### src/rtl/axi_ahb_vga_pkg.sv
// Constants and state types shared by the VGA AXI4-to-AHB read and write bridges.
package axi_ahb_vga_pkg;

  localparam logic [1:0] HTRANS_IDLE   = 2'b00;
  localparam logic [1:0] HTRANS_NONSEQ = 2'b10;
  localparam logic [2:0] HBURST_SINGLE = 3'b000;
  localparam logic [2:0] HSIZE_64      = 3'd3;

  localparam logic [1:0] RESP_OKAY   = 2'b00;
  localparam logic [1:0] RESP_SLVERR = 2'b10;

  localparam logic [1:0] BURST_FIXED = 2'b00;
  localparam logic [1:0] BURST_INCR  = 2'b01;
  localparam logic [1:0] BURST_WRAP  = 2'b10;

  typedef enum logic [2:0] {
    WR_IDLE,
    WR_WGET,
    WR_ADDR,
    WR_DATA,
    WR_RESP
  } wr_state_e;

endpackage

### src/rtl/axi4_to_ahb_vga_wr.sv
// AXI4 write burst to AHB-Lite bridge: each AXI beat becomes one SINGLE write,
// one B response per burst; any AHB error is folded into bresp.
module axi4_to_ahb_vga_wr
  import axi_ahb_vga_pkg::*;
#(
  parameter int ID_W   = 4,
  parameter int ADDR_W = 32,
  parameter int DATA_W = 64
) (
  input  logic                  clk,
  input  logic                  rst_n,
  input  logic [ID_W-1:0]       awid,
  input  logic [ADDR_W-1:0]     awaddr,
  input  logic [7:0]            awlen,
  input  logic [2:0]            awsize,
  input  logic [1:0]            awburst,
  input  logic                  awvalid,
  output logic                  awready,
  input  logic [DATA_W-1:0]     wdata,
  input  logic [DATA_W/8-1:0]   wstrb,
  input  logic                  wlast,
  input  logic                  wvalid,
  output logic                  wready,
  output logic [ID_W-1:0]       bid,
  output logic [1:0]            bresp,
  output logic                  bvalid,
  input  logic                  bready,
  output logic [ADDR_W-1:0]     ahb_haddr,
  output logic [2:0]            ahb_hburst,
  output logic [3:0]            ahb_hprot,
  output logic [2:0]            ahb_hsize,
  output logic [1:0]            ahb_htrans,
  output logic                  ahb_hwrite,
  output logic [DATA_W-1:0]     ahb_hwdata,
  output logic [DATA_W/8-1:0]   ahb_hwstrb,
  input  logic [DATA_W-1:0]     ahb_hrdata,
  input  logic                  ahb_hready,
  input  logic                  ahb_hresp
);

  localparam int STRB_W = DATA_W / 8;
  localparam logic [ADDR_W-1:0] BEAT_INC = ADDR_W'(STRB_W);

  wr_state_e           state_q, state_d;
  logic [7:0]          cnt_q, cnt_d;
  logic [ADDR_W-1:0]   addr_q, addr_d;
  logic [DATA_W-1:0]   data_q, data_d;
  logic [STRB_W-1:0]   strb_q, strb_d;
  logic [ID_W-1:0]     id_q, id_d;
  logic                fixed_q, fixed_d;
  logic                err_q, err_d;

  logic                awready_q, awready_d;
  logic                wready_q, wready_d;
  logic                bvalid_q, bvalid_d;
  logic [1:0]          bresp_q, bresp_d;
  logic [ID_W-1:0]     bid_q, bid_d;
  logic [1:0]          htrans_q, htrans_d;
  logic                hwrite_q, hwrite_d;
  logic [ADDR_W-1:0]   haddr_q, haddr_d;
  logic [DATA_W-1:0]   hwdata_q, hwdata_d;
  logic [STRB_W-1:0]   hwstrb_q, hwstrb_d;

  // Beat size is fixed at DATA_W and wlast is redundant with the beat counter.
  logic unused_inputs;
  assign unused_inputs = ^{awsize, wlast, ahb_hrdata};

  always_comb begin
    state_d = state_q;
    cnt_d   = cnt_q;
    addr_d  = addr_q;
    data_d  = data_q;
    strb_d  = strb_q;
    id_d    = id_q;
    fixed_d = fixed_q;
    err_d   = err_q;

    case (state_q)
      WR_IDLE: begin
        if (awvalid) begin
          id_d    = awid;
          addr_d  = awaddr;
          cnt_d   = awlen;
          fixed_d = (awburst == BURST_FIXED);
          err_d   = 1'b0;
          state_d = WR_WGET;
        end
      end
      WR_WGET: begin
        if (wvalid) begin
          data_d  = wdata;
          strb_d  = wstrb;
          state_d = WR_ADDR;
        end
      end
      WR_ADDR: begin
        if (ahb_hready) state_d = WR_DATA;
      end
      WR_DATA: begin
        if (ahb_hresp) err_d = 1'b1;
        if (ahb_hready) begin
          if (cnt_q == 8'd0) begin
            state_d = WR_RESP;
          end else begin
            cnt_d   = cnt_q - 8'd1;
            addr_d  = fixed_q ? addr_q : addr_q + BEAT_INC;
            state_d = WR_WGET;
          end
        end
      end
      WR_RESP: begin
        if (bready) state_d = WR_IDLE;
      end
      default: state_d = WR_IDLE;
    endcase

    // Outputs are decoded from the next state so they register alongside it.
    awready_d = (state_d == WR_IDLE);
    wready_d  = (state_d == WR_WGET);
    bvalid_d  = (state_d == WR_RESP);
    bid_d     = bvalid_d ? id_d : '0;
    bresp_d   = (bvalid_d && err_d) ? RESP_SLVERR : RESP_OKAY;
    htrans_d  = (state_d == WR_ADDR) ? HTRANS_NONSEQ : HTRANS_IDLE;
    hwrite_d  = (state_d == WR_ADDR);
    haddr_d   = (state_d == WR_ADDR) ? addr_d : '0;
    hwdata_d  = (state_d == WR_DATA) ? data_d : '0;
    hwstrb_d  = (state_d == WR_DATA) ? strb_d : '0;
  end

  always_ff @(posedge clk or negedge rst_n) begin
    if (!rst_n) begin
      state_q   <= WR_IDLE;
      cnt_q     <= '0;
      addr_q    <= '0;
      data_q    <= '0;
      strb_q    <= '0;
      id_q      <= '0;
      fixed_q   <= 1'b0;
      err_q     <= 1'b0;
      awready_q <= 1'b1;
      wready_q  <= 1'b0;
      bvalid_q  <= 1'b0;
      bresp_q   <= RESP_OKAY;
      bid_q     <= '0;
      htrans_q  <= HTRANS_IDLE;
      hwrite_q  <= 1'b0;
      haddr_q   <= '0;
      hwdata_q  <= '0;
      hwstrb_q  <= '0;
    end else begin
      state_q   <= state_d;
      cnt_q     <= cnt_d;
      addr_q    <= addr_d;
      data_q    <= data_d;
      strb_q    <= strb_d;
      id_q      <= id_d;
      fixed_q   <= fixed_d;
      err_q     <= err_d;
      awready_q <= awready_d;
      wready_q  <= wready_d;
      bvalid_q  <= bvalid_d;
      bresp_q   <= bresp_d;
      bid_q     <= bid_d;
      htrans_q  <= htrans_d;
      hwrite_q  <= hwrite_d;
      haddr_q   <= haddr_d;
      hwdata_q  <= hwdata_d;
      hwstrb_q  <= hwstrb_d;
    end
  end

  assign awready    = awready_q;
  assign wready     = wready_q;
  assign bvalid     = bvalid_q;
  assign bresp      = bresp_q;
  assign bid        = bid_q;
  assign ahb_htrans = htrans_q;
  assign ahb_hwrite = hwrite_q;
  assign ahb_haddr  = haddr_q;
  assign ahb_hwdata = hwdata_q;
  assign ahb_hwstrb = hwstrb_q;
  assign ahb_hburst = HBURST_SINGLE;
  assign ahb_hprot  = 4'b0000;
  assign ahb_hsize  = HSIZE_64;

endmodule

### config.mk
export PLATFORM = sky130hd
export DESIGN_NAME = axi4_to_ahb_vga_wr
export DESIGN_NICKNAME = d
export VERILOG_FILES = /design/src/rtl/axi_ahb_vga_pkg.sv /design/src/rtl/axi4_to_ahb_vga_wr.sv
export SDC_FILE = /design/constraint.sdc
export NUM_CORES = 1
export LEC_CHECK = 0
export ABC_AREA = 1
export ABC_CLOCK_PERIOD_IN_PS = 2100
export CORE_AREA = 5 5 153 155
export DETAILED_ROUTE_END_ITERATION = 16
export DIE_AREA = 0 0 158 160
export PLACE_DENSITY = 0.79
export SYNTH_ARGS = -nofsm -noshare
export SYNTH_HDL_FRONTEND = slang
export SYNTH_SLANG_ARGS = --single-unit
### constraint.sdc
create_clock -name clk -period 2.1 [get_ports clk]
set_clock_uncertainty 0.05 [all_clocks]
set_input_delay 0.42 -clock clk [delete_from_list [all_inputs] [get_ports clk]]
set_output_delay 0.42 -clock clk [all_outputs]
set_load 0.01 [all_outputs]
==> results of run 1 <==
==> timing repair <==
| item | in CTS | in global routing |
|---|---|---|
| endpoints found under the hold margin | 41 | 0 |
| endpoints found under the setup margin | 0 | 6 |
| gates resized for setup | 0 | 2 |
| hold buffers | 1 | 0 |
==> power by group <==
part / switching (uW) / internal, uW / leakage (uW)
sequential: 766 / 6130 / 0.00306
clock: 1690 / 2480 / 0.000377
combinational: 4000 / 2830 / 0.00365
total: 6450 / 11500 / 0.00709
==> layout by cell type, fill, tap and decap left out, types with 8 or more instances in the layout <==
cell type,count
clkbuf_1,9
nor2_1,49
nand4_1,8
o21ai_1,20
inv_1,154
buf_12,10
conb_1,12
buf_4,21
clkdlybuf4s50_1,237
dfrtp_1,233
xor2_1,13
a21oi_2,30
o21ai_0,19
clkbuf_16,25
nand2_1,480
nand3_1,34
==> cell type report <==
type	count	area, um2
multi-input cells	718	3233
fillers	1812	8110
inverters	161	606.8
repair buffers	270	2755
flip-flops and latches	234	5857
clock inverters	4	47.55
well taps	280	350.3
clock buffers	39	728.2
==> worst min-delay path by stage <==
stage,startpoint,end,cells after the start
finish,rst_n,addr_q[18],2
global route,rst_n,addr_q[18],2
CTS,rst_n,addr_q[18],2
detailed placement,rst_n,ahb_haddr[22],1
global placement,rst_n,ahb_haddr[22],1
floorplan,rst_n,addr_q[0],0
==> metal layers <==
layer  GRT usage, %  wire, um  vias up
met3          3.708      1949       57
met4          5.894       711        0
met5              0         0        -
met2          34.66     12560      283
met1          25.85     10480     3776
li1               -         -     3956
==> registers in the layout, summed over array words and instances, names as in the netlist <==
register / count
cnt_q: 8
ahb_htrans: 1
bvalid: 1
ahb_hwstrb: 8
ahb_hwdata: 64
fixed_q: 1
bresp: 1
err_q: 1
bid: 4
data_q: 64
strb_q: 8
ahb_haddr: 32
id_q: 4
state_q: 3
awready: 1
wready: 1
addr_q: 32
==> cells by family (layout without fill, tap and decap cells) <==
family,count (synthesis),after routing,share of synthesized area (%)
buffers and inverters,210,474,9.068
AO/OA/AOI/OAI,86,86,5.882
AND/OR/NAND/NOR,602,602,24.33
flip-flops,234,234,58.95
multiplexers,1,1,0.1133
XOR/XNOR,15,15,1.322
adder cells (fa/ha/maj),2,2,0.2518
other,2,12,0.07559
==> metrics by stage <==
| step | area, um2 | hold WS [ns] |
|---|---|---|
| after detailed placement | 12780 | 0.3197 |
| after global placement | 12780 | 0.3084 |
| final | 13580 | 0.3758 |
| after floorplan | 9972 | 0.07441 |
| after global routing | 13580 | 0.4009 |
| after CTS | 13570 | 0.3617 |
==> flow_summary.toml, run 1 <==
[timing]
grt_setup_unrepaired = "yes"
max_freq_ghz = 0.4927
fin_crit_sh_pct = 96.66
setup_violations = 0
maxSlewHeadroom_pct = 65.53
slew_viol_final = 0
fin_crit_ns = 2.030
finalHoldViolCount = 0
worstMarginPinSlew_ns = 0.5116
setup-tns-final_ns = 0
setup_slack_ns = 0.07021

[floorplan]
die_w_um = 158
ios = 319
coreArea_um2 = 21690
rows = 54
die-area_um2 = 25280
die_y_um = 160
initial_core_util_pct = 45.81

[synthesis]
synth_area_per_cell_um2 = 8.624
synth_top_cell_area_share_pct = 58.69
synth.distinct_cells = 42
ys.flop_type = "dfrtp_1"
ys_warn_count = 0
yosysTopAreaCell = "dfrtp_1"
synth_edf_count = 0
ys_seq_area_share_pct = 58.95
netlist_top_cells_area = "dfrtp_1, nand2_1, inv_1"
yosys-top-cells-count = "nand2_1, dfrtp_1, inv_1"
syn_area_um2 = 9935
syn_inst = 1152
ys_seq_elements = 234
async_flop_share_pct = 100.0
yosysMostFrequentCell = "nand2_1"

[setup_path]
endpoint = "awready"
worstPathArrival_ns = 1.56
cpMaxStageDelayCell = "clkdlybuf4s50_1"
crit_required_ns = 1.63
rrSetupSlack_ns = 0.15
timing.rr.start = "cnt_q[0]"
cp.depth = 1
end_kind = "output port"
critPathBufInv = 1
crit_chain = "clkdlybuf4s50_1"
worstPathMaxFanout = 1
reg2reg_depth = 10
path_class = "reg -> out"
crit_family = "buffers and inverters"
r2r_end = "ahb_haddr[30]"
critical_path.startpoint_type = "flip-flop"
startpoint = "awready"
critPathMaxStageDelay_ns = 0.55

[drt]
route.detailed.drc = 0
ant_nets = 0
wirelength_um = 25700
vias = 8072
first_iter_violations = 410
wire_per_inst_um = 15.06
firstDrtPassIters = 5
via_per_inst = 4.732

[grt]
grt_pass1_vias = 8387
grt_overflow_total = 0
grt_pass1_wl_um = 41600
grt_usage_pct = 20.11
antenna_found_initial = 0
grt_max_degree = 73

[layout]
area_delta_synth_final_pct = 36.67
nets = 1605
drive_gt1_share_pct = 8.766
post-route-util_pct = 62.61
diodes = 0
final_cells = 1706

[placed_design]
pre_cts_ws_ns = -0.04259
hpwl_um = 17880
placed_cells = 1662
portBuffers = 238
routabilityCongestion = 0.9025

[cts]
cts_made_buffers = 25
cts_max_path_buffers = 3
clkSinkCount = 234
htree_levels = 1
clk_latency_ns = 0.50
post_cts_buffers = 0
cts_tree = "done"
clk_pin_slew_ns = 0.06
cts_root_buffer = "clkbuf_16"

[hold_path]
hold_path.class = "in -> async"

[power]
ir_drop_mv = 0.6675
power_uw = 17900
power_density_nw_per_um2 = 1318
leakagePower_uw = 0.007089

[run]
cap_violations = 0

[status]
outcome = "finished clean"
Note: power is estimated with default switching activity, not from simulation.
==> run 2, diff against run 1 <==
--- a/config.mk
+++ b/config.mk
@@ -7,10 +7,12 @@
 export LEC_CHECK = 0
 export ABC_AREA = 1
 export ABC_CLOCK_PERIOD_IN_PS = 2100
-export CORE_AREA = 5 5 153 155
+export CELL_PAD_IN_SITES_DETAIL_PLACEMENT = 2
+export CELL_PAD_IN_SITES_GLOBAL_PLACEMENT = 2
+export CORE_AREA = 5 5 198 200
 export DETAILED_ROUTE_END_ITERATION = 16
-export DIE_AREA = 0 0 158 160
-export PLACE_DENSITY = 0.79
+export DIE_AREA = 0 0 203 205
+export PLACE_DENSITY_LB_ADDON = 0.1
 export SYNTH_ARGS = -nofsm -noshare
 export SYNTH_HDL_FRONTEND = slang
 export SYNTH_SLANG_ARGS = --single-unit
==> run 2 against run 1 <==
Against the previous run: worst setup slack improved by 0.070 ns; maximum frequency increased by 3.6%; sequential cell count unchanged; power increased by 7.4%; hold slack got worse by 0.013 ns; register-to-register slack about the same.
==> flow_summary.toml, run 2 (synthesis gave the netlist of run 1 again) <==
[setup_path]
endpoint = "ahb_haddr[12]"
worstPathArrival_ns = 1.49
path_class = "reg -> out"
crit_family = "buffers and inverters"
critPathBufInv = 1
crit_required_ns = 1.63
end_kind = "output port"
critical_path.startpoint_type = "flip-flop"
critPathMaxStageDelay_ns = 0.64
r2r_end = "ahb_haddr[27]"
reg2reg_depth = 13
cpMaxStageDelayCell = "clkdlybuf4s50_1"
startpoint = "ahb_haddr[12]"
crit_chain = "clkdlybuf4s50_1"
timing.rr.start = "cnt_q[0]"
worstPathMaxFanout = 1
rrSetupSlack_ns = 0.16
cp.depth = 1

[timing]
slew_viol_final = 0
fin_crit_ns = 1.960
finalHoldViolCount = 0
grt_setup_unrepaired = "no"
max_freq_ghz = 0.5102
fin_crit_sh_pct = 93.33
setup_violations = 0

[grt]
grt_pass1_wl_um = 52920
grt_max_degree = 73
antenna_found_initial = 2
grt_usage_pct = 15.95
grt_overflow_total = 0
grt_pass1_vias = 9412

[floorplan]
rows = 71
ios = 319
initial_core_util_pct = 26.69
die-area_um2 = 41620
coreArea_um2 = 37220
die_y_um = 205
die_w_um = 203

[drt]
ant_nets = 0
first_iter_violations = 272
wl_met1_um = 15170
via_per_inst = 4.295
dr.max_layer_used = "met5"
wire_per_inst_um = 17.39
wl_met2_um = 16310
vias = 8243
route.detailed.drc = 0
route.met3.wl_um = 1290
wirelength_um = 33370
firstDrtPassIters = 4

[hold_path]
hold_path.class = "in -> async"

[status]
outcome = "finished clean"

[layout]
final_cells = 1919
nets = 1617
area_delta_synth_final_pct = 41.98
final_cell_mix = "nand2_1, clkdlybuf4s50_1, dfrtp_1, inv_1, nor2_1"
final_common_cell = "nand2_1"
drive_gt1_share_pct = 9.972

[power]
leakagePower_uw = 0.007236
power_uw = 19220
ir_drop_mv = 0.7442
power_density_nw_per_um2 = 1363

[cts]
clk_latency_ns = 0.54
post_cts_buffers = 0
cts_root_buffer = "clkbuf_16"
cts_made_buffers = 29
clkSinkCount = 234
htree_levels = 1
clk_pin_slew_ns = 0.05
cts_max_path_buffers = 3
cts_tree = "done"

[placed_design]
portBuffers = 238
placed_cells = 1864
routabilityCongestion = 0.7426
hpwl_um = 23740

[run]
cap_violations = 0
-- run 2: worst min path at each step --
stage,start,end,slack (ns),cells past startpoint
2_1_floorplan,rst_n,addr_q[0],0.07,0
3_3_place_gp,rst_n,data_q[11],0.35,1
3_5_place_dp,rst_n,data_q[4],0.35,1
4_1_cts,wdata[40],data_q[40],0.35,3
5_1_grt,wdata[40],data_q[40],0.38,3
6_report,rst_n,data_q[11],0.36,2
-- run 2: area by class of cell --
class | count | area, um2
inverters | 161 | 606.8
well taps | 474 | 593.1
repair buffers | 278 | 2814
clock buffers | 44 | 842.1
diodes | 1 | 2.502
clock inverters | 9 | 153.9
fillers | 4178 | 23120
multi-input cells | 718 | 3236
flip-flops and latches | 234 | 5857
-- run 2: per-stage QoR --
step / hold slack [ns] / instance area, um2 / setup slack (ns) / util (%) / TNS (ns)
6_report: 0.3630 / 14100 / 0.1401 / 37.89 / 0
5_1_grt: 0.3776 / 14100 / 0.001700 / 37.89 / 0
4_1_cts: 0.3534 / 14090 / 0.05006 / 37.85 / 0
3_5_place_dp: 0.3470 / 13090 / -0.1099 / 35.15 / -1.326
3_3_place_gp: 0.3511 / 13090 / -0.03925 / 35.15 / -0.1037
2_1_floorplan: 0.07441 / 9972 / 0.4316 / - / 0
-- run 2: metal layers --
metal  vias to the layer above  global-route usage (%)
li1                       3982                       -
met1                      4063                   21.04
met5                         -                       0
met3                        43                   2.517
met2                       153                   27.75
met4                         2                   3.565
-- run 2: power by group --
| group | internal (uW) | leakage [uW] | total, uW | switching [uW] |
|---|---|---|---|---|
| Combinational | 2810 | 0.00370 | 7070 | 4250 |
| Sequential | 6130 | 0.00306 | 6940 | 807 |
| Clock | 3240 | 0.000480 | 5210 | 1970 |
| Total | 12200 | 0.00724 | 19200 | 7030 |
-- run 2: what timing repair did --
action	4_1_cts	5_1_grt
gates resized for setup	1	4
hold buffers	1	0
hold endpoints to repair	47	0
gates cloned	0	0
setup endpoints to repair	1	17
